File: config.mk
export PLATFORM = sky130hd
export DESIGN_NAME = minibyte_bus_responder_flat
export DESIGN_NICKNAME = d
export VERILOG_FILES = /design/src/rtl/minibyte_bus_responder_if.sv /design/src/rtl/minibyte_bus_responder.sv /design/src/flat_wrapper.sv
export SDC_FILE = /design/constraint.sdc
export NUM_CORES = 1
export LEC_CHECK = 0
export BUFFER_PORTS_ARGS = -buffer_cell sky130_fd_sc_hd__buf_2
export CAP_MARGIN = 20
export CORE_ASPECT_RATIO = 0.5
export CORE_MARGIN = 2
export CORE_UTILIZATION = 49
export CTS_CLUSTER_SIZE = 40
export DETAILED_ROUTE_END_ITERATION = 8
export GPL_ROUTABILITY_DRIVEN = 0
export PLACE_DENSITY = 0.76
export RECOVER_POWER = 25
export SLEW_MARGIN = 30
export SYNTH_ARGS = -nofsm -noshare
export SYNTH_HDL_FRONTEND = slang
export SYNTH_SLANG_ARGS = --single-unit
File: constraint.sdc
create_clock -name clk_in -period 1.5 [get_ports clk_in]
set_input_delay 0.45 -clock clk_in [delete_from_list [all_inputs] [get_ports clk_in]]
set_output_delay 0.45 -clock clk_in [all_outputs]
set_load 0.01 [all_outputs]
File: src/rtl/minibyte_bus_responder_if.sv
// Minibyte CPU <-> responder bus: 7-bit address, 8-bit data both ways, write strobe and drive flags.
// The CPU is the master. The responder drives data_out and drive_out.
interface minibyte_bus_responder_if;
  logic [6:0] addr_in;
  logic [7:0] data_in;
  logic       we_in;
  logic       cpu_drive_in;
  logic [7:0] data_out;
  logic       drive_out;

  modport master (
    output addr_in, data_in, we_in, cpu_drive_in,
    input  data_out, drive_out
  );

  modport slave (
    input  addr_in, data_in, we_in, cpu_drive_in,
    output data_out, drive_out
  );
endinterface

File: src/rtl/minibyte_bus_responder.sv
// Minibyte bus target: RAM, GPIO out/in pair and an optional 8-bit timer with interrupt.
// Define MINIBYTE_RESP_TIMER_EN to build the timer. Without it, 0x7E/0x7F act as unmapped.
module minibyte_bus_responder #(
  parameter int RAM_DEPTH  = 64,
  parameter int PRESCALE_W = 4
) (
  input  logic                        clk_in,
  input  logic                        rst_in,
  minibyte_bus_responder_if.slave     bus,
  input  logic [7:0]                  gpio_in,
  output logic [7:0]                  gpio_out,
  output logic                        irq_out
);

  localparam logic [6:0] ADDR_GPIO_OUT = 7'h7C;
  localparam logic [6:0] ADDR_GPIO_IN  = 7'h7D;
  localparam logic [6:0] ADDR_TMR_CNT  = 7'h7E;
  localparam logic [6:0] ADDR_TMR_CTRL = 7'h7F;
  localparam logic [6:0] RAM_TOP       = 7'(RAM_DEPTH);
  localparam int         RAM_AW        = (RAM_DEPTH > 1) ? $clog2(RAM_DEPTH) : 1;
  localparam int         RAM_SLOTS     = 2 ** RAM_AW;

  logic [7:0] ram_q [0:RAM_SLOTS-1];
  logic [7:0] data_q, data_d;
  logic       drive_q, drive_d;
  logic [7:0] gpio_q, gpio_d;
  logic [7:0] sync1_q, sync2_q;
  logic [7:0] rd_data;
  logic [7:0] tmr_rd;
  logic       in_ram;

  assign in_ram        = (bus.addr_in < RAM_TOP);
  assign bus.data_out  = data_q;
  assign bus.drive_out = drive_q;
  assign gpio_out      = gpio_q;

  // RAM has no reset; gating with rst_in drops a write caught by an async reset.
  always_ff @(posedge clk_in) begin
    if (rst_in && bus.we_in && in_ram) begin
      ram_q[bus.addr_in[RAM_AW-1:0]] <= bus.data_in;
    end
  end

  always_comb begin
    rd_data = 8'h00;
    case (bus.addr_in)
      ADDR_GPIO_OUT: rd_data = gpio_q;
      ADDR_GPIO_IN:  rd_data = sync2_q;
      ADDR_TMR_CNT,
      ADDR_TMR_CTRL: rd_data = tmr_rd;
      default: begin
        if (in_ram) rd_data = ram_q[bus.addr_in[RAM_AW-1:0]];
      end
    endcase
  end

  always_comb begin
    data_d  = bus.we_in ? bus.data_in : rd_data;
    drive_d = ~bus.we_in & ~bus.cpu_drive_in;
    gpio_d  = gpio_q;
    if (bus.we_in && bus.addr_in == ADDR_GPIO_OUT) gpio_d = bus.data_in;
  end

  always_ff @(posedge clk_in or negedge rst_in) begin
    if (!rst_in) begin
      data_q  <= 8'h00;
      drive_q <= 1'b0;
      gpio_q  <= 8'h00;
      sync1_q <= 8'h00;
      sync2_q <= 8'h00;
    end else begin
      data_q  <= data_d;
      drive_q <= drive_d;
      gpio_q  <= gpio_d;
      sync1_q <= gpio_in;
      sync2_q <= sync1_q;
    end
  end

`ifdef MINIBYTE_RESP_TIMER_EN
  logic [7:0]            cnt_q, cnt_d;
  logic [7:0]            reload_q, reload_d;
  logic [PRESCALE_W-1:0] presc_q, presc_d;
  logic                  en_q, en_d, ar_q, ar_d, ie_q, ie_d, ovf_q, ovf_d;
  logic                  wr_cnt, wr_ctrl, tick, wrap;

  assign wr_cnt  = bus.we_in && (bus.addr_in == ADDR_TMR_CNT);
  assign wr_ctrl = bus.we_in && (bus.addr_in == ADDR_TMR_CTRL);
  assign tick    = en_q & (&presc_q);
  assign wrap    = tick & (cnt_q == 8'hFF);
  assign tmr_rd  = (bus.addr_in == ADDR_TMR_CNT) ? cnt_q
                                                 : {ovf_q, ie_q, 4'b0000, ar_q, en_q};
  assign irq_out = ovf_q & ie_q;

  // A CNT write overrides a same-edge tick, including the overflow that tick would cause.
  always_comb begin
    cnt_d    = cnt_q;
    reload_d = reload_q;
    presc_d  = presc_q;
    en_d     = en_q;
    ar_d     = ar_q;
    ie_d     = ie_q;
    ovf_d    = ovf_q;
    if (wr_cnt) begin
      cnt_d    = bus.data_in;
      reload_d = bus.data_in;
      presc_d  = '0;
    end else if (en_q) begin
      presc_d = presc_q + PRESCALE_W'(1);
      if (tick) cnt_d = wrap ? (ar_q ? reload_q : 8'h00) : cnt_q + 8'd1;
    end
    if (wr_ctrl) begin
      en_d = bus.data_in[0];
      ar_d = bus.data_in[1];
      ie_d = bus.data_in[6];
      if (bus.data_in[7]) ovf_d = 1'b0;
    end
    if (wrap && !wr_cnt) ovf_d = 1'b1;
  end

  always_ff @(posedge clk_in or negedge rst_in) begin
    if (!rst_in) begin
      cnt_q    <= 8'h00;
      reload_q <= 8'h00;
      presc_q  <= '0;
      en_q     <= 1'b0;
      ar_q     <= 1'b0;
      ie_q     <= 1'b0;
      ovf_q    <= 1'b0;
    end else begin
      cnt_q    <= cnt_d;
      reload_q <= reload_d;
      presc_q  <= presc_d;
      en_q     <= en_d;
      ar_q     <= ar_d;
      ie_q     <= ie_d;
      ovf_q    <= ovf_d;
    end
  end
`else
  logic unused_prescale;
  assign unused_prescale = PRESCALE_W[0];
  assign tmr_rd          = 8'h00;
  assign irq_out         = 1'b0;
`endif

endmodule
File: src/flat_wrapper.sv
// flat-port wrapper written by rule: the top's interface ports become plain ports
module minibyte_bus_responder_flat 
#(
  parameter int RAM_DEPTH  = 64,
  parameter int PRESCALE_W = 4
)
  (clk_in, rst_in, gpio_in, gpio_out, irq_out, bus_addr_in, bus_data_in, bus_we_in, bus_cpu_drive_in, bus_data_out, bus_drive_out);
  minibyte_bus_responder_if bus_i ();
  input  logic clk_in;
  input  logic rst_in;
  input  logic [7:0] gpio_in;
  output logic [7:0] gpio_out;
  output logic irq_out;
  input wire logic [$bits(bus_i.addr_in)-1:0] bus_addr_in;
  input wire logic [$bits(bus_i.data_in)-1:0] bus_data_in;
  input wire logic [$bits(bus_i.we_in)-1:0] bus_we_in;
  input wire logic [$bits(bus_i.cpu_drive_in)-1:0] bus_cpu_drive_in;
  output wire logic [$bits(bus_i.data_out)-1:0] bus_data_out;
  output wire logic [$bits(bus_i.drive_out)-1:0] bus_drive_out;
  assign bus_i.addr_in = bus_addr_in;
  assign bus_i.data_in = bus_data_in;
  assign bus_i.we_in = bus_we_in;
  assign bus_i.cpu_drive_in = bus_cpu_drive_in;
  assign bus_data_out = bus_i.data_out;
  assign bus_drive_out = bus_i.drive_out;
  minibyte_bus_responder #(.RAM_DEPTH(RAM_DEPTH), .PRESCALE_W(PRESCALE_W)) u_core (.clk_in(clk_in), .rst_in(rst_in), .bus(bus_i), .gpio_in(gpio_in), .gpio_out(gpio_out), .irq_out(irq_out));
endmodule
== Word-level counts from Yosys, hierarchy flattened ==
Memories as Yosys holds them, arrays and structs flattened.
Index checks and enable logic that the tools add are counted.

* Bits in writable memories: 512
* Logic and storage cells: 23
* Output and inout port bits: 18
* Input port bits: 27
* Register bits after elaboration: 33
* Memories: 1

* Eq/ne operators: 4
* Bitwise gates (word level): 3
* Mux-type cells: 5
* Reduce and logical (&&, ||, !) cells: 4
* Order comparisons: 1

{| class="wikitable"
|+ Memories
! memory !! words !! width !! read ports !! clocked after memory_dff !! write ports !! line !! RTL
|-
| u_core.ram_q || 64 || 8 || 1 || 0 || 1 || minibyte_bus_responder.sv:23 || <nowiki>logic [7:0] ram_q [0:RAM_SLOTS-1];</nowiki>
|}

{| class="wikitable"
|+ Operator list
! kind !! count
|-
| == test 7 bit (second input constant) || 4
|-
| case mux 8 bit (3 select lines) || 1
|-
| two-way mux 8 bit || 2
|-
| < comparator 7 bit (second input constant) || 1
|-
| logical AND 1 bit || 3
|-
| two-way mux 1 bit || 2
|-
| NOT 1 bit || 2
|-
| OR reduction 2 bit || 1
|-
| AND 1 bit || 1
|}

== Longest topological paths before layout ==
Gate-level depths: netlist of run 1.

* Depth in word-level cells: 4
* Depth in mapped cells: 10
* Gate-level depth less buffers: 6

== Worst setup path after synthesis of run 1 ==
No wires, ideal clock.

* Kind: in2reg
* Start point: in bus_addr_in[2]
* End point: mem u_core.ram_q[14][0] (enable)
* Stages: 7
* Library setup time: 0.370 ns
* Arrival: 1.924 ns
* Slack: -0.794 ns
* Path buffers: 3
* Data required time: 1.130 ns
* Cells stage by stage: buf_2 -> inv_2 -> buf_2 -> buf_1 -> nor3_1 -> nand2_1 -> nor2_1

* Longest elaborated chain between the ends: 4

{| class="wikitable"
|+ Ends and longest elaborated chain
! element !! line !! RTL
|-
| start, declared || flat_wrapper.sv:14 || <nowiki>input wire logic [$bits(bus_i.addr_in)-1:0] bus_addr_in;</nowiki>
|-
| < comparator 7 bit || minibyte_bus_responder.sv:32 || <nowiki>assign in_ram = (bus.addr_in < RAM_TOP);</nowiki>
|-
| logical AND 1 bit || minibyte_bus_responder.sv:39 || <nowiki>if (rst_in && bus.we_in && in_ram) begin</nowiki>
|-
| two-way mux 1 bit || minibyte_bus_responder.sv:39 ||
|-
| two-way mux 1 bit (implied by the code) || minibyte_bus_responder.sv:40 || <nowiki>ram_q[bus.addr_in[RAM_AW-1:0]] <= bus.data_in;</nowiki>
|-
| end, declared || minibyte_bus_responder.sv:23 ||
|}

Parallel ways exist; a longest one is shown, timed or not.

== Worst setup path after layout of run 1 ==
* Start point: in bus_addr_in[2]
* End point: reg u_core.data_q[2] (netlist: u_core.bus.data_out[2])

* Longest elaborated chain between the ends: 4
* Elaborated cells on any way between the ends: 10
* Those cells by class: order compare: 1; eq/ne: 4; mux: 3; reduce/logical: 1; memory: 1

{| class="wikitable"
|+ Ends and longest elaborated chain
! element !! line !! RTL
|-
| memory (64 x 8 bit), or another cell as far along || - ||
|-
| two-way mux 8 bit or OR reduction 2 bit (tied branches) || - ||
|-
| case mux 8 bit (3 select lines) * || minibyte_bus_responder.sv:46 || <nowiki>case (bus.addr_in)</nowiki>
|-
| two-way mux 8 bit * || minibyte_bus_responder.sv:58 || <nowiki>data_d = bus.we_in ? bus.data_in : rd_data;</nowiki>
|-
| named net u_core.data_d[2] || minibyte_bus_responder.sv:24 || <nowiki>logic [7:0] data_q, data_d;</nowiki>
|-
| end signal, assigned || minibyte_bus_responder.sv:72 || <nowiki>data_q <= data_d;</nowiki>
|-
| end, declared || minibyte_bus_responder.sv:24 ||
|}

The timed path passes the listed nets; every way through them passes the cells marked *.
A chain may end at the register's enable or synchronous reset.

==> metrics.txt, run 1 <==
most frequent CP cell=buf_4; vias in the first global route=13.5k; wire per inst=29.9 um; Max Slew Vio Count=0; TritonCTS buffer count=47; EDFF count, synth=512; Top FF cell, synth=edfxtp_1; Routed Antenna Nets=0; Synth Cell Area=21300 um^2; smallest hold slack=0.169 ns; failing checks=negative setup slack; most common cell after layout, fill and taps aside=edfxtp_1; status=complete, but fails checks; Worst Path Required=1.95 ns; CP arrival=2.54 ns; Die X=299 um; FF+latch count, synth=545; DP Cell Count=1945; Crit Path Class=input port to flip-flop; Rows=53; final worst setup slack=-0.594 ns; Slew HR=4.57%; Die Area=45200 um^2; Period minus WS final=2.09 ns; Fin. Hold Viols=0; total track usage=26.6%; Die Y=151 um; HP Class=input port to flip-flop; gr ovfl total=0; CTS tree=yes; CP Buf/Inv Count=3; syn_area_per_cell=17.3 um^2; Crit path max-delay family=compound AO/OA/AOI/OAI gates; Initial DRT Pass Iterations=6; Via density=6.53; slowest stage delay, CP=0.41 ns; syn nets=1259; Final Instance Count excl. Fillers=2121; Initial Util=50.2%; Post-Synthesis Cells=1232; clock-pin slew on the worst setup and hold paths=0.08 ns; drc violations=0; crit path cell chain=clkbuf_16 -> buf_4 -> nand2b_1 -> o32ai_1 -> o31ai_2 -> buf_4 -> o2111a_2 -> nand4_1 -> a221o_1; Iteration-0 DRC Markers=2290; initial antenna violation count=4; Worst Tran Pin Value=1.43 ns; I/O Pins=45; Area Overhead vs Synth=30.7%; total clock sinks=545; Static Leak=9.46 nW; Final Skew=0.0206 ns; number of H-tree levels=2; Crit. End Element=flip-flop; Total Wirelength=63500 um; Max IR drop VDD=785 uV; clk root buf=clkbuf_16; Vias=13.9k; pwr dens=1160 nW/um^2; worst-path maximum fanout=6; crit path launch type=input port; sequential share of the synthesized area=76.2%; Post-DP HPWL=37300 um; Slowest-stage cell, CP=a221o_1; final period utilization=140%; unique cell type count in the Yosys netlist=55; pin count of the biggest net entering global routing=34; fin nets=1531; clk_lat worst skew=0.59 ns; CORE AREA=42400 um^2; first-pass GRT wire length=87600 um; layout cells sized above 1=36.7%; RSZ-0062 raised after global routing=true; Max Freq=478 MHz; clk buf depth=3; most frequent cells in the layout=edfxtp_1, buf_4, mux2i_1; async set-or-reset flop fraction in the synthesized netlist=6.06%; port bufs=43; Final setup violation count=436; total of max-cap violations=0; Synthesis Warnings=0
-- routing by layer --
layer  GRT usage (%)  wire [um]  vias to the layer above
met5               0         93                        -
met4            11.3       2870                        8
met1            34.9      23100                     6936
met2            41.7      29100                     1131
li1                -          -                     5554
met3            8.18       8320                      224
-- synth_stat cells, drive strengths merged, types with 2 or more instances --
master,instances,area (um^2)
a2111oi,2,17.5
a211oi,2,15.0
a21oi,6,30.0
a221o,4,40.0
a221oi,70,613
a22oi,30,225
and2,2,12.5
and3,7,43.8
buf,61,359
clkbuf,23,86.3
dfrtp,33,826
edfxtp,512,15400
inv,9,33.8
mux2,26,293
mux2i,108,1080
mux4,24,541
nand2,32,123
nand2b,5,31.3
nand3,15,75.1
nand4,11,68.8
nor2,105,397
nor2b,5,31.3
nor3,5,30.0
o211a,2,20.0
o21a,8,60.1
o21ai,30,150
o221a,5,56.3
o221ai,6,52.6
o22a,4,35.0
o22ai,45,282
o2bb2ai,5,43.8
o31ai,3,22.5
o32ai,6,52.6
or2,3,18.8
or3,7,43.8
-- where the power goes --
group	total [mW]	switching (mW)	leakage [nW]	internal, mW
clock network	12.8	5.67	0.788	7.08
registers	16.8	0.0559	5.01	16.7
logic	2.69	1.55	3.67	1.14
-- logic make-up after synthesis --
family	share of synthesized area [%]
buffers and inverters	2.25
AND/OR/NAND/NOR	4.29
flip-flops	76.2
AO/OA/AOI/OAI	8.25
other	0.0176
multiplexers	9.00
-- flip-flops by register name, indices dropped and copies added, names as in the netlist --
signal and flops:
u_core.bus.data_out 8, u_core.sync1_q 8, u_core.ram_q 512, u_core.bus.drive_out 1
u_core.sync2_q 8, u_core.gpio_out 8
-- what timing repair did --
item / in CTS / in global routing
hold buffers: 9 / 0
setup endpoints to repair: 545 / 538
cloned: 5 / 1
setup buffers: 55 / 18
pin swaps: 61 / 62
resized for setup: 94 / 71
endpoints found under the hold margin: 41 / 0
-- worst paths after layout --
check                                          from  slack (ns)                     end  cells after the start
worst max register to register  u_core.ram_q[21][2]       -0.58  u_core.bus.data_out[2]                      6
max in group asynchronous                    rst_in        0.68       u_core.sync2_q[0]                      3
worst min-delay path               bus_cpu_drive_in        0.17    u_core.bus.drive_out                      2
worst min register to register    u_core.sync1_q[4]        0.35       u_core.sync2_q[4]                      0
min in group asynchronous                    rst_in        0.50      u_core.gpio_out[0]                      3
worst max-delay path                 bus_addr_in[2]       -0.59  u_core.bus.data_out[2]                      9
-- per-stage QoR --
stage               setup WS (ns)  utilization, %  power (mW)  area [um^2]  setup TNS [ns]
floorplan                  -0.500               -        18.1        22100         -223.26
global placement            -1.35            57.6        19.2        24400         -386.09
detailed placement          -1.35            57.6        19.2        24400         -400.97
CTS                        -0.408            64.5        31.8        27300          -14.64
global route               -0.580            65.6        32.8        27800          -30.96
finish                     -0.594            65.6        32.2        27800          -28.94
-- layout make-up --
cell class,instances,area (um^2)
Sequential cell,545,16200
Timing Repair Buffer,306,3540
Clock buffer,55,1260
Inverter,9,38.8
Antenna cell,1,2.50
Clock inverter,33,337
Fill cell,2489,14600
Tap cell,577,722
Multi-Input combinational cell,595,5700
Note: power is estimated with default switching activity, not from simulation.
==> run 2, diff against run 1 <==
PLACE_DENSITY = 0.74   (was 0.76)
clock period = 2.25 ns   (was 1.5 ns; I/O delays follow)
==> run 2 against run 1 <==
- the flow finishes with violations (max-capacitance violations, max-slew violations, negative setup slack)
- via count decreased by 7.9%
- register-to-register slack improved by 0.78 ns
- setup slack improved by 0.55 ns
- sequential share of layout area increased by 5.0 points
- power decreased by 35%
- sequential power decreased by 33%
- global-route usage decreased by 1.4 points
- worst hold slack improved by 0.059 ns
- die area unchanged
- largest cell class unchanged
- highest routed layer unchanged
==> metrics.txt, run 2 (synthesis gave the netlist of run 1 again) <==
final worst setup slack=-0.0391 ns (+0.555 ns); vias in the first global route=12.5k (-7.1%); clock-pin slew on the worst setup and hold paths=0.06 ns (-0.02 ns); final period utilization=102%; Vias=12.8k (-7.9%); DP Worst Slack=-0.801 ns (+0.551 ns); initial antenna violation count=3 (-1); most frequent cells in the layout=edfxtp_1, buf_4, mux2i_1; Period minus WS final=2.29 ns; Die X=299 um (unchanged); most common cell after layout, fill and taps aside=edfxtp_1; combinational power share=7.0% (-1.3 points); wire per inst=28.1 um (-6.1%); clk root buf=clkbuf_16; Max IR drop VDD=533 uV (-32%); port bufs=43 (unchanged); hold_buf cts=0 (-9); crit path launch type=input port; Fin. Hold Viols=0 (unchanged); Cell Int Power=16.3 mW (-35%); Die Area=45200 um^2 (unchanged); Static Leak=8.64 nW (-8.7%); Net Sw Frac=21.8% (-0.82 points); Max Slew Vio Count=141 (+141); Crit Path Class=input port to flip-flop; max reg flops=512 (unchanged); Post-DP HPWL=37300 um (about the same); layout cells sized above 1=28.7% (-8.0 points); total clock sinks=545 (unchanged); Max Freq=437 MHz; CP arrival=2.73 ns (+0.19 ns); fin nets=1437 (-6.1%); Die Y=151 um (unchanged); Final setup violation count=4 (-99%); final setup TNS=-0.0703 ns (+28.87 ns); Initial Util=50.2% (unchanged); Post-DP Area=23900 um^2 (-2.1%); Total Wirelength=57000 um (-10%); Via density=6.30 (-3.6%); drc violations=0 (unchanged); pin count of the biggest net entering global routing=67 (+97%); gr ovfl total=0 (unchanged); Worst Path Required=2.69 ns (+0.74 ns); CTS tree=yes; Routed Antenna Nets=0 (unchanged); Iteration-0 DRC Markers=1947 (-15%); total track usage=25.2% (-1.4 points); CORE AREA=42400 um^2 (unchanged); Area Overhead vs Synth=20.4%; pwr dens=812 nW/um^2 (-30%); I/O Pins=45 (unchanged); Final Skew=0.0293 ns (+0.00870 ns); status=complete, but fails checks; Initial DRT Pass Iterations=6 (unchanged); TritonCTS buffer count=48 (+2.1%); Final Instance Area=25600 um^2 (-7.9%); sequential power share=53.8% (+1.7 points); Crit. End Element=flip-flop; failing checks=max-capacitance violations, max-slew violations, negative setup slack; Net Sw Power=4.53 mW (-38%); RSZ-0062 raised after global routing=false; Slew HR=-18.7% (-23 points); Clock Power Share=39.2% (-0.4 points); first-pass GRT wire length=82400 um (-5.9%); Rows=53 (unchanged); HP Class=input port to flip-flop; total of max-cap violations=4 (+4); worst-path maximum fanout=14 (+8); number of H-tree levels=2 (unchanged); clk_lat worst skew=0.58 ns (about the same); Worst Tran Pin Value=1.78 ns (+0.350 ns); clk buf depth=3 (unchanged)
-- run 2: cell count changes in the layout (fill, tap and decap cells not counted), moves of 12 or more --
cell | previous run | this run
buf_12 | 77 | 26
buf_6 | 41 | 3
mux2_2 | 7 | 26
mux2_4 | 19 | 0
nand3_1 | 3 | 15
-- run 2: area by class of cell --
class	instances	area, um^2
fill	2938	16800
sequential	545	16200
multi-input combinational	594	5230
timing repair buffer	212	1860
clock buffer	57	1260
tap	577	722
clock inverter	31	288
inverter	9	33.8
antenna	1	2.50
-- run 2: power by group through the flow --
stage                     logic (mW)  clock network, mW  registers (mW)
after floorplan                0.650                  0            11.4
after global placement          1.34                  0            11.4
after detailed placement        1.37                  0            11.4
after CTS                       1.41               8.20            11.2
after global routing            1.51               8.64            11.2
final                           1.45               8.16            11.2
-- run 2: worst max-delay path, cell delays in order --
cell       delay, ns
buf_6           0.14
buf_8           0.16
nor2b_4         0.18
bufbuf_16       0.30
a221oi_1        0.36
nor2_1          0.09
o21ai_0         0.19
nand4_1         0.31
o221a_1         0.32
-- run 2: repair_timing --
| item | in CTS | in global routing |
|---|---|---|
| cloned | 2 | 0 |
| gates resized for setup | 18 | 15 |
| setup endpoints to repair | 5 | 7 |
| buffers inserted | 1 | 5 |
| pin swaps | 5 | 11 |
-- run 2: layer usage --
layer / vias up / part of all wire [%] / wire (um) / global-route usage, %
met4: 4 / 3.1 / 1770 / 8.47
met3: 147 / 12 / 6900 / 7.73
met5: - / 0.037 / 21 / 0
met2: 806 / 45 / 25800 / 38.2
met1: 6420 / 39 / 22500 / 35.1
li1: 5377 / - / - / -
-- run 2: worst paths after layout --
| check | from | end | slack (ns) | cells after the start |
|---|---|---|---|---|
| max | bus_addr_in[0] | u_core.bus.data_out[5] | -0.04 | 9 |
| min | gpio_in[1] | u_core.sync1_q[1] | 0.23 | 1 |
| max reg2reg | u_core.ram_q[38][3] | u_core.bus.data_out[3] | 0.20 | 5 |
| min reg2reg | u_core.sync1_q[5] | u_core.sync2_q[5] | 0.35 | 0 |
| max in group asynchronous | rst_in | u_core.bus.data_out[7] | 1.00 | 2 |
| min in group asynchronous | rst_in | u_core.bus.data_out[6] | 0.67 | 2 |
-- run 2: metrics by stage --
stage	hold WS, ns	cells	utilization (%)	power (mW)
after floorplan	0.331	1232	-	12.0
after global placement	0.338	1929	56.3	12.7
after detailed placement	0.336	1929	56.3	12.8
after CTS	0.210	2020	60.2	20.8
after global routing	0.213	2025	60.4	21.3
final	0.229	2026	60.4	20.8
==> run 3, diff against run 2 <==
CORE_UTILIZATION = 58   (was 49)
PLACE_DENSITY = 0.84   (was 0.74)
==> run 3 against run 2 <==
- the run still ends with max-capacitance violations, max-slew violations, negative setup slack left
- wire length shrank 0.98%
- power shrank 3.0%
- clock power down 7.5%
- via count is 3.5% higher
- die area shrank 15%
- sequential power is essentially flat
- flip-flop and latch count is the same
- largest cell class unchanged
- largest power group unchanged
- highest routed layer is now met4
==> metrics.txt, run 3 (synthesis gave the netlist of run 1 again) <==
vias in the first global route=13.0k (+3.5%); Static Leak=8.52 nW (-1.3%); Max IR drop VDD=633 uV (+19%); drc violations=0 (unchanged); total clock sinks=545 (unchanged); RSZ-0062 raised after global routing=false; Die X=275 um (-8.0%); FF-to-FF End=u_core.bus.data_out[0]; Crit. End Element=flip-flop; HP Class=input port to flip-flop; most frequent cells in the layout=edfxtp_1, buf_4, mux2i_1; most common cell after layout, fill and taps aside=edfxtp_1; Total Wirelength=56400 um (-0.98%); Post-DP HPWL=36100 um (-3.1%); final period utilization=101% (-0.82 points); max reg flops=512 (unchanged); pwr dens=801 nW/um^2 (-1.4%); fin nets=1426 (-0.77%); first-pass GRT wire length=82500 um (about the same); Die Y=139 um (-7.9%); status=complete, but fails checks; Rows=49 (-7.5%); layout cells sized above 1=27.7% (-0.99 points); Routed Antenna Nets=0 (unchanged); Fin. Hold Viols=0 (unchanged); clk_lat worst skew=0.57 ns (about the same); Max Slew Vio Count=197 (+40%); DP Cell Count=1835 (-4.9%); Hold Path Depth=1 (unchanged); hold path startpoint=gpio_in[7]; Slowest-stage cell, CP=a2111oi_0; Register Area=16200 um^2 (unchanged); slowest stage delay, CP=0.50 ns (+0.14 ns); Iteration-0 DRC Markers=2220 (+14%); Util after Layout=69.9% (+9.4 points); R2R setup slack=0.09 ns (-0.11 ns); total of max-cap violations=4 (unchanged); worst-path maximum fanout=13 (-1); final worst setup slack=-0.0207 ns (+0.0185 ns); pin count of the biggest net entering global routing=67 (unchanged); R2R cell count=5 (unchanged); port bufs=43 (unchanged); hold_buf cts=0 (unchanged); CTS tree=yes; Final setup violation count=3 (-1); Period minus WS final=2.27 ns (-0.0185 ns); wire per inst=29.4 um (+4.5%); Area Overhead vs Synth=18.4%; crit path launch type=input port; TritonCTS buffer count=46 (-4.2%); Worst Path Required=2.66 ns (-0.03 ns); Initial Util=59.0% (+8.8 points); Slew HR=-8.26% (+10 points); smallest hold slack=0.213 ns (-0.0151 ns); Vias=13.2k (+3.5%); Reg-to-Reg Start=u_core.ram_q[19][0]; hold path endpoint=u_core.sync1_q[7]; CORE AREA=36000 um^2 (-15%); fill count=2040 (-31%); Crit Path Class=input port to flip-flop; clk buf depth=3 (unchanged); Final Skew=0.0191 ns (-0.0103 ns); CP arrival=2.68 ns (-0.05 ns); Max Freq=440 MHz (+0.81%); clk root buf=clkbuf_16; I/O Pins=45 (unchanged); gr ovfl total=0 (unchanged); number of H-tree levels=2 (unchanged); total track usage=29.5% (+4.2 points); Initial DRT Pass Iterations=7 (+1); most frequent CP cell=buf_4; clock-pin slew on the worst setup and hold paths=0.07 ns (about the same); Die Area=38300 um^2 (-15%); multi-input logic area=5180 um^2 (-0.98%); initial antenna violation count=1 (-2); failing checks=max-capacitance violations, max-slew violations, negative setup slack; Via density=6.88 (+9.2%); crit path cell chain=buf_6 -> buf_4 -> nand2b_1 -> buf_4 -> buf_4 -> o22ai_1 -> o21a_1 -> a2111oi_0 -> a31oi_1; Final Instance Count excl. Fillers=1920 (-5.2%); Worst Tran Pin Value=1.62 ns (-0.157 ns)
## run 3: timing repair
| action | in CTS | in global routing |
|---|---|---|
| setup endpoints to repair | 1 | 8 |
| cloned | 0 | 0 |
| gates resized for setup | 1 | 7 |
| pin swaps | 0 | 1 |
| setup buffers | 0 | 0 |
## run 3: cell type report
cell class	count	share of cell area [%]
well taps	484	2.40
clock buffers	58	5.00
inverters	9	0.134
multi-input cells	594	20.6
repair buffers	203	6.96
flip-flops and latches	545	64.3
clock inverters	26	0.571
diodes	1	0.00994
## run 3: how the worst max path moves through the flow
stage / startpoint / end / slack (ns) / cells past startpoint
after floorplan: bus_addr_in[0] / u_core.bus.data_out[7] / 0.005 / 7
after global placement: bus_addr_in[2] / u_core.bus.data_out[3] / -0.50 / 9
after detailed placement: bus_addr_in[0] / u_core.bus.data_out[0] / -0.53 / 9
after CTS: bus_addr_in[0] / u_core.bus.data_out[6] / 0.01 / 9
after global routing: bus_data_in[7] / u_core.gpio_out[7] / 0.01 / 3
final: bus_addr_in[0] / u_core.bus.data_out[6] / -0.02 / 9
## run 3: worst max-delay path, delay by kind of cell
| family | cells | cell delay (ns) |
|---|---|---|
| buffers and inverters | 4 | 0.66 |
| AO/OA/AOI/OAI | 4 | 1.03 |
| AND/OR/NAND/NOR | 1 | 0.31 |
## run 3: routing by layer
layer | global-route usage, % | wire length (um)
met1 | 39.1 | 20100
met2 | 45.7 | 25800
met3 | 8.56 | 7480
met4 | 13.3 | 3020
met5 | 0 | 0
## run 3: report_power, final
part / total (mW) / switching [mW] / internal, mW
registers: 11.2 / 0.0406 / 11.1
clock network: 7.55 / 3.47 / 4.08
logic: 1.44 / 0.894 / 0.545
total: 20.2 / 4.41 / 15.8
## run 3: per-stage QoR
step / cell area [um^2] / worst slack (ns) / TNS (ns) / power [mW]
after floorplan: 21900 / 0.00464 / 0 / 12.0
after global placement: 23800 / -0.500 / -68.27 / 12.7
after detailed placement: 23800 / -0.526 / -84.68 / 12.8
after CTS: 25200 / 0.0120 / 0 / 20.1
after global routing: 25200 / 0.0150 / 0 / 20.6
final: 25200 / -0.0207 / -0.0415 / 20.2
